## src/rtl/control_pipe.sv

```systemverilog
// Control-word pipeline (ID/EX, EX/MEM, MEM/WB) with load-use stall,
// branch flush, EX forwarding selects and a saturating stall counter.
module control_pipe #(
    parameter int STALL_CNT_WIDTH = 16
) (
    input  logic                       clk,
    input  logic                       reset,
    input  logic                       RegDst,
    input  logic                       ALUSrc,
    input  logic                       MemtoReg,
    input  logic                       RegWrite,
    input  logic                       MemRead,
    input  logic                       MemWrite,
    input  logic                       BranchNE,
    input  logic                       BranchEQ,
    input  logic [5:0]                 ALUOp,
    input  logic [4:0]                 ID_Rs,
    input  logic [4:0]                 ID_Rt,
    input  logic [4:0]                 ID_Rd,
    input  logic                       BranchTaken,
    output logic                       PCWrite,
    output logic                       IFIDWrite,
    output logic                       IFIDFlush,
    output logic                       EX_RegDst,
    output logic                       EX_ALUSrc,
    output logic                       EX_BranchNE,
    output logic                       EX_BranchEQ,
    output logic [5:0]                 EX_ALUOp,
    output logic [4:0]                 EX_Rs,
    output logic [4:0]                 EX_Rt,
    output logic                       MEM_MemRead,
    output logic                       MEM_MemWrite,
    output logic [4:0]                 MEM_WriteReg,
    output logic                       WB_RegWrite,
    output logic                       WB_MemtoReg,
    output logic [4:0]                 WB_WriteReg,
    output logic [1:0]                 ForwardA,
    output logic [1:0]                 ForwardB,
    output logic [STALL_CNT_WIDTH-1:0] StallCount
);

    logic                       r_ex_regdst;
    logic                       r_ex_alusrc;
    logic                       r_ex_memtoreg;
    logic                       r_ex_regwrite;
    logic                       r_ex_memread;
    logic                       r_ex_memwrite;
    logic                       r_ex_bne;
    logic                       r_ex_beq;
    logic [5:0]                 r_ex_aluop;
    logic [4:0]                 r_ex_rs;
    logic [4:0]                 r_ex_rt;
    logic [4:0]                 r_ex_rd;

    logic                       r_mem_memread;
    logic                       r_mem_memwrite;
    logic                       r_mem_memtoreg;
    logic                       r_mem_regwrite;
    logic [4:0]                 r_mem_writereg;

    logic                       r_wb_regwrite;
    logic                       r_wb_memtoreg;
    logic [4:0]                 r_wb_writereg;

    logic [STALL_CNT_WIDTH-1:0] r_stall_cnt;

    logic                       w_load_use;
    logic                       w_stall;
    logic                       w_bubble;
    logic [4:0]                 w_ex_writereg;

    assign w_load_use = r_ex_memread && (r_ex_rt != 5'd0)
                        && ((r_ex_rt == ID_Rs) || (r_ex_rt == ID_Rt));
    // A taken branch overrides a simultaneous load-use stall.
    assign w_stall    = w_load_use && !BranchTaken;
    assign w_bubble   = w_load_use || BranchTaken;
    assign w_ex_writereg = r_ex_regdst ? r_ex_rd : r_ex_rt;

    assign PCWrite   = reset || !w_stall;
    assign IFIDWrite = reset || !w_stall;
    assign IFIDFlush = !reset && BranchTaken;

    function automatic logic [1:0] fwd_sel(input logic [4:0] src);
        if (r_mem_regwrite && (r_mem_writereg != 5'd0)
            && (r_mem_writereg == src))
            return 2'b10;
        else if (r_wb_regwrite && (r_wb_writereg != 5'd0)
                 && (r_wb_writereg == src))
            return 2'b01;
        else
            return 2'b00;
    endfunction

    assign ForwardA = fwd_sel(r_ex_rs);
    assign ForwardB = fwd_sel(r_ex_rt);

    always_ff @(posedge clk or posedge reset) begin
        if (reset) begin
            r_ex_regdst   <= 1'b0;
            r_ex_alusrc   <= 1'b0;
            r_ex_memtoreg <= 1'b0;
            r_ex_regwrite <= 1'b0;
            r_ex_memread  <= 1'b0;
            r_ex_memwrite <= 1'b0;
            r_ex_bne      <= 1'b0;
            r_ex_beq      <= 1'b0;
            r_ex_aluop    <= 6'd0;
            r_ex_rs       <= 5'd0;
            r_ex_rt       <= 5'd0;
            r_ex_rd       <= 5'd0;
        end else begin
            r_ex_rs <= ID_Rs;
            r_ex_rt <= ID_Rt;
            r_ex_rd <= ID_Rd;
            if (w_bubble) begin
                r_ex_regdst   <= 1'b0;
                r_ex_alusrc   <= 1'b0;
                r_ex_memtoreg <= 1'b0;
                r_ex_regwrite <= 1'b0;
                r_ex_memread  <= 1'b0;
                r_ex_memwrite <= 1'b0;
                r_ex_bne      <= 1'b0;
                r_ex_beq      <= 1'b0;
                r_ex_aluop    <= 6'd0;
            end else begin
                r_ex_regdst   <= RegDst;
                r_ex_alusrc   <= ALUSrc;
                r_ex_memtoreg <= MemtoReg;
                r_ex_regwrite <= RegWrite;
                r_ex_memread  <= MemRead;
                r_ex_memwrite <= MemWrite;
                r_ex_bne      <= BranchNE;
                r_ex_beq      <= BranchEQ;
                r_ex_aluop    <= ALUOp;
            end
        end
    end

    always_ff @(posedge clk or posedge reset) begin
        if (reset) begin
            r_mem_memread  <= 1'b0;
            r_mem_memwrite <= 1'b0;
            r_mem_memtoreg <= 1'b0;
            r_mem_regwrite <= 1'b0;
            r_mem_writereg <= 5'd0;
            r_wb_regwrite  <= 1'b0;
            r_wb_memtoreg  <= 1'b0;
            r_wb_writereg  <= 5'd0;
        end else begin
            r_mem_memread  <= r_ex_memread;
            r_mem_memwrite <= r_ex_memwrite;
            r_mem_memtoreg <= r_ex_memtoreg;
            r_mem_regwrite <= r_ex_regwrite;
            r_mem_writereg <= w_ex_writereg;
            r_wb_regwrite  <= r_mem_regwrite;
            r_wb_memtoreg  <= r_mem_memtoreg;
            r_wb_writereg  <= r_mem_writereg;
        end
    end

    always_ff @(posedge clk or posedge reset) begin
        if (reset)
            r_stall_cnt <= '0;
        else if (w_stall && !(&r_stall_cnt))
            r_stall_cnt <= r_stall_cnt + STALL_CNT_WIDTH'(1);
    end

    assign EX_RegDst    = r_ex_regdst;
    assign EX_ALUSrc    = r_ex_alusrc;
    assign EX_BranchNE  = r_ex_bne;
    assign EX_BranchEQ  = r_ex_beq;
    assign EX_ALUOp     = r_ex_aluop;
    assign EX_Rs        = r_ex_rs;
    assign EX_Rt        = r_ex_rt;
    assign MEM_MemRead  = r_mem_memread;
    assign MEM_MemWrite = r_mem_memwrite;
    assign MEM_WriteReg = r_mem_writereg;
    assign WB_RegWrite  = r_wb_regwrite;
    assign WB_MemtoReg  = r_wb_memtoreg;
    assign WB_WriteReg  = r_wb_writereg;
    assign StallCount   = r_stall_cnt;

endmodule

```

## config.mk

```make
export PLATFORM = sky130hd
export DESIGN_NAME = control_pipe
export DESIGN_NICKNAME = d
export VERILOG_FILES = /design/src/rtl/control_pipe.sv
export SDC_FILE = /design/constraint.sdc
export NUM_CORES = 1
export LEC_CHECK = 0
export BUFFER_PORTS_ARGS = -buffer_cell sky130_fd_sc_hd__buf_4
export CAP_MARGIN = 20
export CORE_AREA = 5 5 153 82
export DETAILED_ROUTE_END_ITERATION = 10
export DIE_AREA = 0 0 158 87
export PLACE_DENSITY = 0.56
export SLEW_MARGIN = 0
export SYNTH_ARGS = -nofsm -noshare
export SYNTH_HDL_FRONTEND = slang
export SYNTH_SLANG_ARGS = --single-unit
export TNS_END_PERCENT = 30
```

## constraint.sdc

```tcl
create_clock -name clk -period 2.7 [get_ports clk]
set_clock_uncertainty 0.1 [all_clocks]
set_input_delay 0.27 -clock clk [delete_from_list [all_inputs] [get_ports clk]]
set_output_delay 0.27 -clock clk [all_outputs]
set_load 0.02 [all_outputs]
```

After elaboration in Yosys (flattened, before gate mapping)

Index checks and enable logic that the tools add are counted.

Muxes and demuxes: 14
Equal/unequal tests: 6
Reduce and logical (&&, ||, !) cells: 22
$add $sub $neg: 1

Operators by type and width:

| cell                                                             | count |
|---|---|
| 5-bit equality test                                              | 6 |
| 16-bit by 1-bit adder with 16-bit output (second input constant) | 1 |
| 16-bit AND reduction                                             | 1 |
| 5-bit nonzero test                                               | 3 |
| 1-bit logical AND                                                | 11 |
| 1-bit 2-to-1 mux                                                 | 10 |
| 6-bit 2-to-1 mux                                                 | 1 |
| 5-bit 2-to-1 mux                                                 | 1 |
| 1-bit zero test                                                  | 4 |
| 2-bit 2-to-1 mux                                                 | 2 |
| 1-bit logical OR                                                 | 3 |

Bits in registers: 61
Output and inout bits: 57
Input bits: 32

Depth between registers and ports, before layout

Gate-level depths: netlist (run 1).

Depth in word-level cells: 6
Mapped depth: 7
Gate-level depth less buffers: 6

Worst setup path before layout (run 1)

Ideal clock, no wire load.

Path kind: register to output
Start: register r_mem_writereg[1] (netlist: MEM_WriteReg[1])
End: output port ForwardA[0]
Path slack: 209 ps
Cell stages (with the launch flop): 5
Data arrival time: 2121 ps
Data required time: 2330 ps
Cells stage by stage: dfrtp_1 > or4_1 > o21ai_0 > nor4_1 > nor4_1

Word-level cells in the longest chain between the ends: 4
Elaborated cells on any way between the ends: 5
Those cells by class: eq/ne: 1; mux: 1; reduce/logical: 3

Ends and longest elaborated chain:

| item                   | RTL line | text |
|---|---|---|
| start, declared        | 59       | `logic [4:0] r_mem_writereg;` |
| start signal, assigned | 154      | `r_mem_writereg <= w_ex_writereg;` |
| 5-bit nonzero test     | 84       | `if (r_mem_regwrite && (r_mem_writereg != 5'd0)` |
| 1-bit logical AND      | 84       |  |
| 1-bit logical AND *    | 85       | `&& (r_mem_writereg == src))` |
| 2-bit 2-to-1 mux *     | 84       |  |
| end, declared          | 37       | `output logic [1:0] ForwardA,` |

Every way passes the cells marked *; elsewhere a longest branch is shown, timed or not.

Worst setup path in the final report (run 1)

Start: register r_mem_writereg[1] (netlist: MEM_WriteReg[1])
End: output port ForwardB[0]

Word-level cells in the longest chain between the ends: 4
Elaborated cells on any way between the ends: 5
Those cells by class: eq/ne: 1; mux: 1; reduce/logical: 3

Ends and longest elaborated chain:

| item                | RTL line | text |
|---|---|---|
| 5-bit nonzero test  | 84       |  |
| 1-bit logical AND   | 84       |  |
| 1-bit logical AND * | 85       |  |
| 2-bit 2-to-1 mux *  | 84       |  |
| end, declared       | 38       | `output logic [1:0] ForwardB,` |

Marks and branches as above.

==> flow_metrics.env, run 1 <==
export IMPL_critPathMaxFanout=5
export IMPL_fmaxAchievable_mhz=388
export IMPL_core_area_mm2=0.0112
export IMPL_power_per_cell_area_mw_per_mm2=623
export IMPL_row_count=28
export IMPL_place_ws_ns=0.291
export IMPL_finalWorstSetupSlack_ns=0.125
export IMPL_synth_cells=203
export IMPL_relSlewSlack=0.601
export IMPL_min_path_cells=2
export IMPL_drv_slew=0
export IMPL_syn_area_mm2=0.00259
export IMPL_worst_pin_slew_ns=0.593
export IMPL_clock_latency_ns=0.32
export IMPL_hold_end="EX_ALUOp[4]"
export IMPL_dieHeight_um=87
export IMPL_syn_area_per_cell_um2=12.8
export IMPL_fin_setup_tns_ns=0
export IMPL_overflow=0
export IMPL_dpl_cell_area_mm2=0.00340
export IMPL_min_period_ns=2.57
export IMPL_yosys_top_cells_area="dfrtp_1 (59%), xnor2_1 (10%), xor2_1 (5.1%)"
export IMPL_drtAntennaViolNets=0
export IMPL_drt_first_pass_iters=4
export IMPL_run_status="completed"
export IMPL_setup_viol=0
export IMPL_path_class="reg2out"
export IMPL_synthSimpleGateAreaFrac=0.168
export IMPL_place_hpwl_um=5630
export IMPL_clk_path_buf_depth=2
export IMPL_cap_violations=0
export IMPL_synth_top_family_by_area="simple AND/OR/NAND/NOR gates"
export IMPL_io_pins=89
export IMPL_antenna_found_initial=0
export IMPL_vias=1955
export IMPL_synthToLayoutAreaGrowth_pct=48.1
export IMPL_grt_usage=0.114
export IMPL_startpoint_type="flip-flop"
export IMPL_synth_warnings=0
export IMPL_synthMuxAreaShare=0.0261
export IMPL_rsz0062_at_grt="no"
export IMPL_first_iter_violations=151
export IMPL_cts_tree="yes"
export IMPL_r2r_slack_ns=0.48
export IMPL_r2r_end="StallCount[9]"
export IMPL_clk_pin_slew_worst_paths_ns=0.05
export IMPL_vias_per_cell=4.20
export IMPL_rr_worst_depth=5
export IMPL_holdCritStartpoint="ALUOp[4]"
export IMPL_n_antenna_cell=0
export IMPL_wl_per_cell_um=16.1
export IMPL_post_cts_setup_buffers=0
export IMPL_cts_root_buf="clkbuf_16"
export IMPL_endpoint_kind="output port"
export IMPL_drive_gt1_frac=0.403
export IMPL_synth_xor_area_frac=0.152
export IMPL_layout_common_cells="buf_4 (90), dfrtp_1 (61), xnor2_1 (30)"
export IMPL_critPathRequiredTime_ns=2.33
export IMPL_fin_crit_sh=0.954
export IMPL_grt_pass1_vias=2137
export IMPL_fillers=1140
export IMPL_synthAdderAreaFrac=0.00483
export IMPL_synth_compound_area_frac=0.0271
export IMPL_post_route_drc_count=0
export IMPL_yosysUniqueCellTypes=33
export IMPL_cts_inserted_buffers=9
export IMPL_design_area_mm2=0.00384
export IMPL_p_leak_nw=1.74
export IMPL_ir_drop_mv=0.276
export IMPL_die_w_um=158
export IMPL_synth_seq_cells=61
export IMPL_yosysSeqAreaShare=0.589
export IMPL_nNetsFinal=344
export IMPL_grt_start_max_net_pins=44
export IMPL_arrival_ns=2.20
export IMPL_final_common_cell="buf_4"
export IMPL_grt_pass1_wl_um=11700
export IMPL_min_path_type="in2reg"
export IMPL_h_tree_depth=3
export IMPL_synth_top_area_share=0.589
export IMPL_yosys_area_top_type="dfrtp_1"
export IMPL_routabilityCongestion=0.799
export IMPL_synth_fp_nets=236
export IMPL_wirelength_um=7480
export IMPL_numPortBuffers=88
export IMPL_clkSinkCount=61
export IMPL_utilization=0.341
export IMPL_fp_dieArea_mm2=0.0137
export IMPL_worstReg2RegStart="EX_Rt[4]"
export IMPL_initial_core_util=0.230
export IMPL_hold_viol_final=0
registers in the layout, indices dropped and copies added (netlist names), 5 cells and up:
register / count
WB_WriteReg: 5
EX_Rt: 5
r_ex_rd: 5
EX_ALUOp: 6
StallCount: 16
MEM_WriteReg: 5
EX_Rs: 5
Yosys cell counts:
cell type   n
and2_1      2
and4_1      4
nand4_1     7
clkbuf_1    1
inv_1       2
mux2_2      6
a41oi_1     1
buf_6       4
nor3b_1     1
and3_1      4
buf_2       4
nor2b_1     1
nor4_1      5
nand2_1     6
a41o_1      1
o21ai_0     3
a21oi_4     1
dfrtp_1    61
or4_4       1
nor4b_1     1
nand3_1    15
and2_2     12
xor2_1     15
o21a_1      1
ha_1        1
nand2b_1    1
o22ai_2     1
nor2_1      3
xnor2_1    30
or4_1       4
buf_4       1
or3b_2      1
nor3_1      2
routing by layer:
metal  GRT usage  part of all wire
met5           0                 0
met4      0.0379            0.0087
met3      0.0615              0.11
met2       0.152              0.41
met1       0.156              0.47
where the power goes:
part,internal (W),switching (W)
sequential,0.000965,0.0000655
combinational,0.000159,0.000153
clock,0.000688,0.000359
stage by stage:
stage,instances,total power [W],hold WS (ns)
2_1_floorplan,203,0.00119,0.201
3_3_place_gp,434,0.00134,0.210
3_5_place_dp,434,0.00134,0.224
4_1_cts,465,0.00243,0.0493
5_1_grt,465,0.00251,0.0555
6_report,465,0.00239,0.0629
repair_timing:
action,in CTS,in global routing
hold buffers,16,0
pin swaps,0,1
gates resized for setup,1,0
endpoints found under the setup margin,1,1
hold endpoints to repair,33,0
final cells by class:
class / count / area (µm²) / share of cell area
clock buffer: 14 / 274 / 0.0714
clock inverter: 1 / 5.00 / 0.00130
inverter: 2 / 7.51 / 0.00196
multi-input combinational: 130 / 980 / 0.255
sequential: 61 / 1530 / 0.398
tap: 150 / 188 / 0.0489
timing repair buffer: 107 / 856 / 0.223
how the worst max path moves through the flow:
| stage | slack, ns | cells after the start | start | to |
|---|---|---|---|---|
| 2_1_floorplan | 0.21 | 4 | MEM_WriteReg[1] | ForwardA[0] |
| 3_3_place_gp | 0.23 | 5 | MEM_WriteReg[1] | ForwardB[0] |
| 3_5_place_dp | 0.29 | 5 | MEM_WriteReg[1] | ForwardB[0] |
| 4_1_cts | 0.03 | 5 | MEM_WriteReg[1] | ForwardB[0] |
| 5_1_grt | 0.0008 | 7 | ID_Rt[4] | IFIDWrite |
| 6_report | 0.13 | 5 | MEM_WriteReg[1] | ForwardB[0] |
logic make-up after synthesis:
logic type	count (synthesis)
compound gates	8
buf+inv	12
mux	6
simple gates	70
xor+xnor	45
flops	61
fa+ha+maj	1
worst max-delay path: stages, from the launching register on:
cell,delay (ns)
dfrtp_1,0.46
or4_1,0.54
o21ai_1,0.23
nor4_1,0.15
nor4_1,0.29
buf_4,0.22
Power figures use the tool's default switching activity.
==> inputs of run 2 (changes only) <==
MAX_ROUTING_LAYER = met4   (was default)
==> run 2 against run 1 <==
  * Global-route usage is 0.38 points higher
  * Worst hold slack worse by 0.00095 ns
  * Utilization stayed put
  * Sequential cell count stayed put
  * Register-to-register slack hardly changed
  * Total power hardly changed
  * Via count is 1.1% higher
  * Fmax hardly changed
  * Largest power group unchanged
  * Highest routed layer unchanged
==> flow_metrics.env, run 2 (synthesis results as in run 1) <==
export IMPL_vias=1976
export IMPL_dieHeight_um=87
export IMPL_grt_pass1_vias=2134
export IMPL_numPortBuffers=88
export IMPL_rsz0062_at_grt="no"
export IMPL_arrival_ns=2.21
export IMPL_fin_setup_tns_ns=0
export IMPL_relSlewSlack=0.601
export IMPL_dpl_cell_area_mm2=0.00340
export IMPL_ir_drop_mv=0.279
export IMPL_first_iter_violations=147
export IMPL_routabilityCongestion=0.811
export IMPL_clkSinkCount=61
export IMPL_grt_pass1_wl_um=11700
export IMPL_min_path_cells=2
export IMPL_layout_common_cells="buf_4 (90), dfrtp_1 (61), xnor2_1 (30)"
export IMPL_die_w_um=158
export IMPL_critPathMaxFanout=5
export IMPL_row_count=28
export IMPL_fp_dieArea_mm2=0.0137
export IMPL_cpMostUsedCell="nor4_1"
export IMPL_wl_per_cell_um=16.1
export IMPL_post_route_drc_count=0
export IMPL_core_area_mm2=0.0112
export IMPL_fmaxAchievable_mhz=388
export IMPL_clk_pin_slew_worst_paths_ns=0.05
export IMPL_clock_latency_ns=0.32
export IMPL_grt_start_max_net_pins=44
export IMPL_nNetsFinal=344
export IMPL_n_antenna_cell=0
export IMPL_run_status="completed"
export IMPL_largest_register_ffs=16
export IMPL_wirelength_um=7490
export IMPL_place_hpwl_um=5630
export IMPL_cap_violations=0
export IMPL_drv_slew=0
export IMPL_cts_root_buf="clkbuf_16"
export IMPL_h_tree_depth=3
export IMPL_wl_met2_um=2990
export IMPL_cts_tree="yes"
export IMPL_met3_length_um=818
export IMPL_p_leak_nw=1.74
export IMPL_final_common_cell="buf_4"
export IMPL_startpoint_type="flip-flop"
export IMPL_power_per_cell_area_mw_per_mm2=623
export IMPL_post_cts_setup_buffers=0
export IMPL_drive_gt1_frac=0.403
export IMPL_min_path_type="in2reg"
export IMPL_drtAntennaViolNets=0
export IMPL_hold_viol_final=0
export IMPL_min_period_ns=2.58
export IMPL_worst_pin_slew_ns=0.593
export IMPL_drt_first_pass_iters=4
export IMPL_routed_top_layer="met4"
export IMPL_path_cells="or4_1, o21ai_1, nor4_1, nor4_1, buf_4"
export IMPL_path_class="reg2out"
export IMPL_critPathRequiredTime_ns=2.33
export IMPL_rr_worst_depth=5
export IMPL_slowest_delay_ns=0.54
export IMPL_grt_usage=0.118
export IMPL_endpoint_kind="output port"
export IMPL_io_pins=89
export IMPL_cp_slowest_cell="or4_1"
export IMPL_synthToLayoutAreaGrowth_pct=48.1
export IMPL_overflow=0
export IMPL_vias_per_cell=4.25
export IMPL_initial_core_util=0.230
export IMPL_cts_inserted_buffers=9
export IMPL_fin_crit_sh=0.954
export IMPL_wl_met1_um=3590
export IMPL_antenna_found_initial=0
export IMPL_clk_path_buf_depth=2
export IMPL_design_area_mm2=0.00384
export IMPL_setup_viol=0
## run 2: path summary, 6_finish.rpt
path	from	endpoint	slack (ns)
max in group asynchronous	reset	EX_Rs[4]	1.48
max	MEM_WriteReg[1]	ForwardB[0]	0.12
min in group asynchronous	reset	StallCount[1]	0.44
max reg2reg	EX_Rt[4]	StallCount[9]	0.47
min reg2reg	r_mem_memtoreg	WB_MemtoReg	0.24
min	ALUOp[4]	EX_ALUOp[4]	0.06
## run 2: layout make-up
| class | count | area, µm² |
|---|---|---|
| multi-input cells | 130 | 980 |
| clock inverters | 1 | 5.00 |
| clock buffers | 14 | 274 |
| inverters | 2 | 7.51 |
| well taps | 150 | 188 |
| repair buffers | 107 | 856 |
| fillers | 1140 | 7410 |
| flip-flops and latches | 61 | 1530 |
## run 2: routing by layer
metal  track usage  up-vias
li1              -      910
met1         0.159      963
met2         0.152       97
met3        0.0600        6
met4        0.0356        0
met5             -        -
## run 2: where the power goes
group,internal [W],switching [W]
Clock,0.000688,0.000361
Sequential,0.000965,0.0000652
Combinational,0.000159,0.000153
## run 2: worst max-delay path, delay by kind of cell (launching register included)
family                 cells  cell delay, ns
AO/OA/AOI/OAI              1            0.23
buffers and inverters      1            0.22
AND/OR/NAND/NOR            3            0.99
flip-flops                 1            0.46
## run 2: metrics by stage
step,utilization,hold WS (ns),setup WS [ns],instances,total power (W)
2_1_floorplan,-,0.201,0.209,203,0.00119
3_3_place_gp,0.302,0.210,0.231,434,0.00134
3_5_place_dp,0.302,0.224,0.291,434,0.00134
4_1_cts,0.341,0.0493,0.0326,465,0.00243
5_1_grt,0.341,0.0536,0.000778,465,0.00251
6_report,0.341,0.0619,0.124,465,0.00239
## run 2: what timing repair did
| action | CTS | global route |
|---|---|---|
| setup endpoints to repair | 1 | 1 |
| hold buffers | 16 | 0 |
| hold endpoints to repair | 33 | 0 |
| pin swaps | 0 | 1 |
| gates resized for setup | 1 | 0 |
==> inputs of run 3 (changes only) <==
==> constraint.sdc (replaced) <==
create_clock -name clk -period 2.9 [get_ports clk]
set_clock_uncertainty 0.1 [all_clocks]
set_input_delay 0.145 -clock clk [delete_from_list [all_inputs] [get_ports clk]]
set_output_delay 0.145 -clock clk [all_outputs]
set_load 0.02 [all_outputs]
==> run 3 against run 2 <==
  * Worst setup slack improved by 0.19 ns
  * Worst hold slack improved by 0.063 ns
  * Sequential power decreased by 7%
  * Critical path type unchanged
  * First-iteration DRC count increased by 2.0%
  * Register-to-register slack improved by 0.25 ns
  * Final cell count increased by 3.7%
  * Critical endpoint unchanged
==> flow_metrics.env, run 3 (synthesis results as in run 1) <==
export IMPL_numPortBuffers=88
export IMPL_rsz0062_at_grt="no"
export IMPL_run_status="completed"
export IMPL_worst_pin_slew_ns=0.482
export IMPL_h_tree_depth=3
export IMPL_wirelength_um=7450
export IMPL_endpoint_kind="output port"
export IMPL_critPathRequiredTime_ns=2.65
export IMPL_ir_drop_mv=0.297
export IMPL_clock_latency_ns=0.32
export IMPL_clk_path_buf_depth=2
export IMPL_overflow=0
export IMPL_io_pins=89
export IMPL_drt_first_pass_iters=4
export IMPL_hold_viol_final=0
export IMPL_cap_violations=0
export IMPL_fillers=1105
export IMPL_layout_common_cells="buf_4 (93), dfrtp_1 (61), xnor2_1 (30), dlygate4sd3_1 (30)"
export IMPL_cts_root_buf="clkbuf_16"
export IMPL_final_common_cell="buf_4"
export IMPL_n_antenna_cell=0
export IMPL_critPathMaxFanout=5
export IMPL_grt_start_max_net_pins=34
export IMPL_multi_input_area_um2=980
export IMPL_post_cts_setup_buffers=0
export IMPL_min_path_type="in2reg"
export IMPL_cts_inserted_buffers=9
export IMPL_row_count=28
export IMPL_grt_pass1_vias=2128
export IMPL_startpoint_type="flip-flop"
export IMPL_arrival_ns=2.34
export IMPL_clk_pin_slew_worst_paths_ns=0.05
export IMPL_final_seq_area_mm2=0.00153
export IMPL_cts_tree="yes"
export IMPL_clkSinkCount=61
export IMPL_min_period_ns=2.59
export IMPL_place_hpwl_um=5480
export IMPL_vias_per_cell=4.20
export IMPL_grt_pass1_wl_um=11900
export IMPL_wl_per_cell_um=15.5
export IMPL_nNetsFinal=360
export IMPL_grt_usage=0.118
export IMPL_post_route_drc_count=0
export IMPL_routabilityCongestion=0.819
export IMPL_drive_gt1_frac=0.398
export IMPL_p_leak_nw=1.83
export IMPL_drtAntennaViolNets=0
export IMPL_synthToLayoutAreaGrowth_pct=56.3
export IMPL_vias=2025
export IMPL_fin_crit_sh=0.893
export IMPL_utilization=0.360
export IMPL_fmaxAchievable_mhz=386
export IMPL_fp_dieArea_mm2=0.0137
export IMPL_power_per_cell_area_mw_per_mm2=619
export IMPL_die_w_um=158
export IMPL_path_class="reg2out"
export IMPL_setup_viol=0
export IMPL_first_iter_violations=150
export IMPL_relSlewSlack=0.676
export IMPL_core_area_mm2=0.0112
export IMPL_dieHeight_um=87
export IMPL_drv_slew=0
export IMPL_antenna_found_initial=0
export IMPL_fin_setup_tns_ns=0
export IMPL_largest_register_ffs=16
export IMPL_initial_core_util=0.230
run 3: cell count changes in the layout (fill, tap and decap cells not counted):
cell,delta
o21ai_0,+1
clkinvlp_4,+2
bufinv_16,+3
buf_12,-1
o21ai_1,-1
buf_4,+3
clkbuf_8,-2
clkbuf_1,-2
dlygate4sd3_1,+14
run 3: critical path, stage by stage, from the launching register on:
cell     delay [ns]
dfrtp_1        0.45
or4_1          0.53
o21ai_0        0.27
nor4_1         0.15
nor4_1         0.40
buf_4          0.22
run 3: power by group:
group / internal [W] / switching (W) / total [W] / leakage [nW]
logic: 0.000160 / 0.000148 / 0.000308 / 0.892
clock network: 0.000860 / 0.000380 / 0.00124 / 0.165
registers: 0.000898 / 0.0000577 / 0.000956 / 0.772
run 3: final timing paths:
kind	slack [ns]	to	cells after the start	startpoint
worst min-delay path	0.12	EX_ALUOp[3]	3	BranchTaken
worst max-delay path	0.31	ForwardB[0]	5	MEM_WriteReg[1]
min in group asynchronous	0.23	StallCount[5]	3	reset
worst max register to register	0.72	StallCount[9]	5	EX_Rt[4]
max in group asynchronous	1.76	EX_Rs[1]	4	reset
worst min register to register	0.25	MEM_MemWrite	0	r_ex_memwrite
run 3: metal layers:
metal | vias to the layer above | routed length (µm) | track usage
met5 | - | 0 | -
met4 | 0 | 80 | 0.0364
met3 | 6 | 687 | 0.0432
met2 | 92 | 2920 | 0.152
met1 | 983 | 3760 | 0.169
li1 | 944 | - | -
run 3: stage by stage:
stage / hold WS, ns / total power [W] / worst slack, ns / cell area (µm²) / instances
final: 0.125 / 0.00250 / 0.310 / 4050 / 482
after global routing: 0.134 / 0.00261 / 0.0814 / 4050 / 482
after CTS: 0.120 / 0.00254 / 0.309 / 4050 / 482
after detailed placement: 0.0130 / 0.00125 / 0.680 / 3400 / 436
after global placement: 0.0190 / 0.00125 / 0.628 / 3400 / 436
after floorplan: 0.0764 / 0.00111 / 0.534 / 2590 / 203
run 3: layout make-up:
class / count / area share
Multi-Input combinational cell: 130 / 0.242
Clock inverter: 6 / 0.0272
Timing Repair Buffer: 123 / 0.247
Inverter: 2 / 0.00185
Tap cell: 150 / 0.0464
Sequential cell: 61 / 0.377
Clock buffer: 10 / 0.0590
run 3: timing repair:
action | in CTS | in global routing
hold buffers | 30 | 0
resized for setup | 0 | 0
hold endpoints to repair | 39 | 0
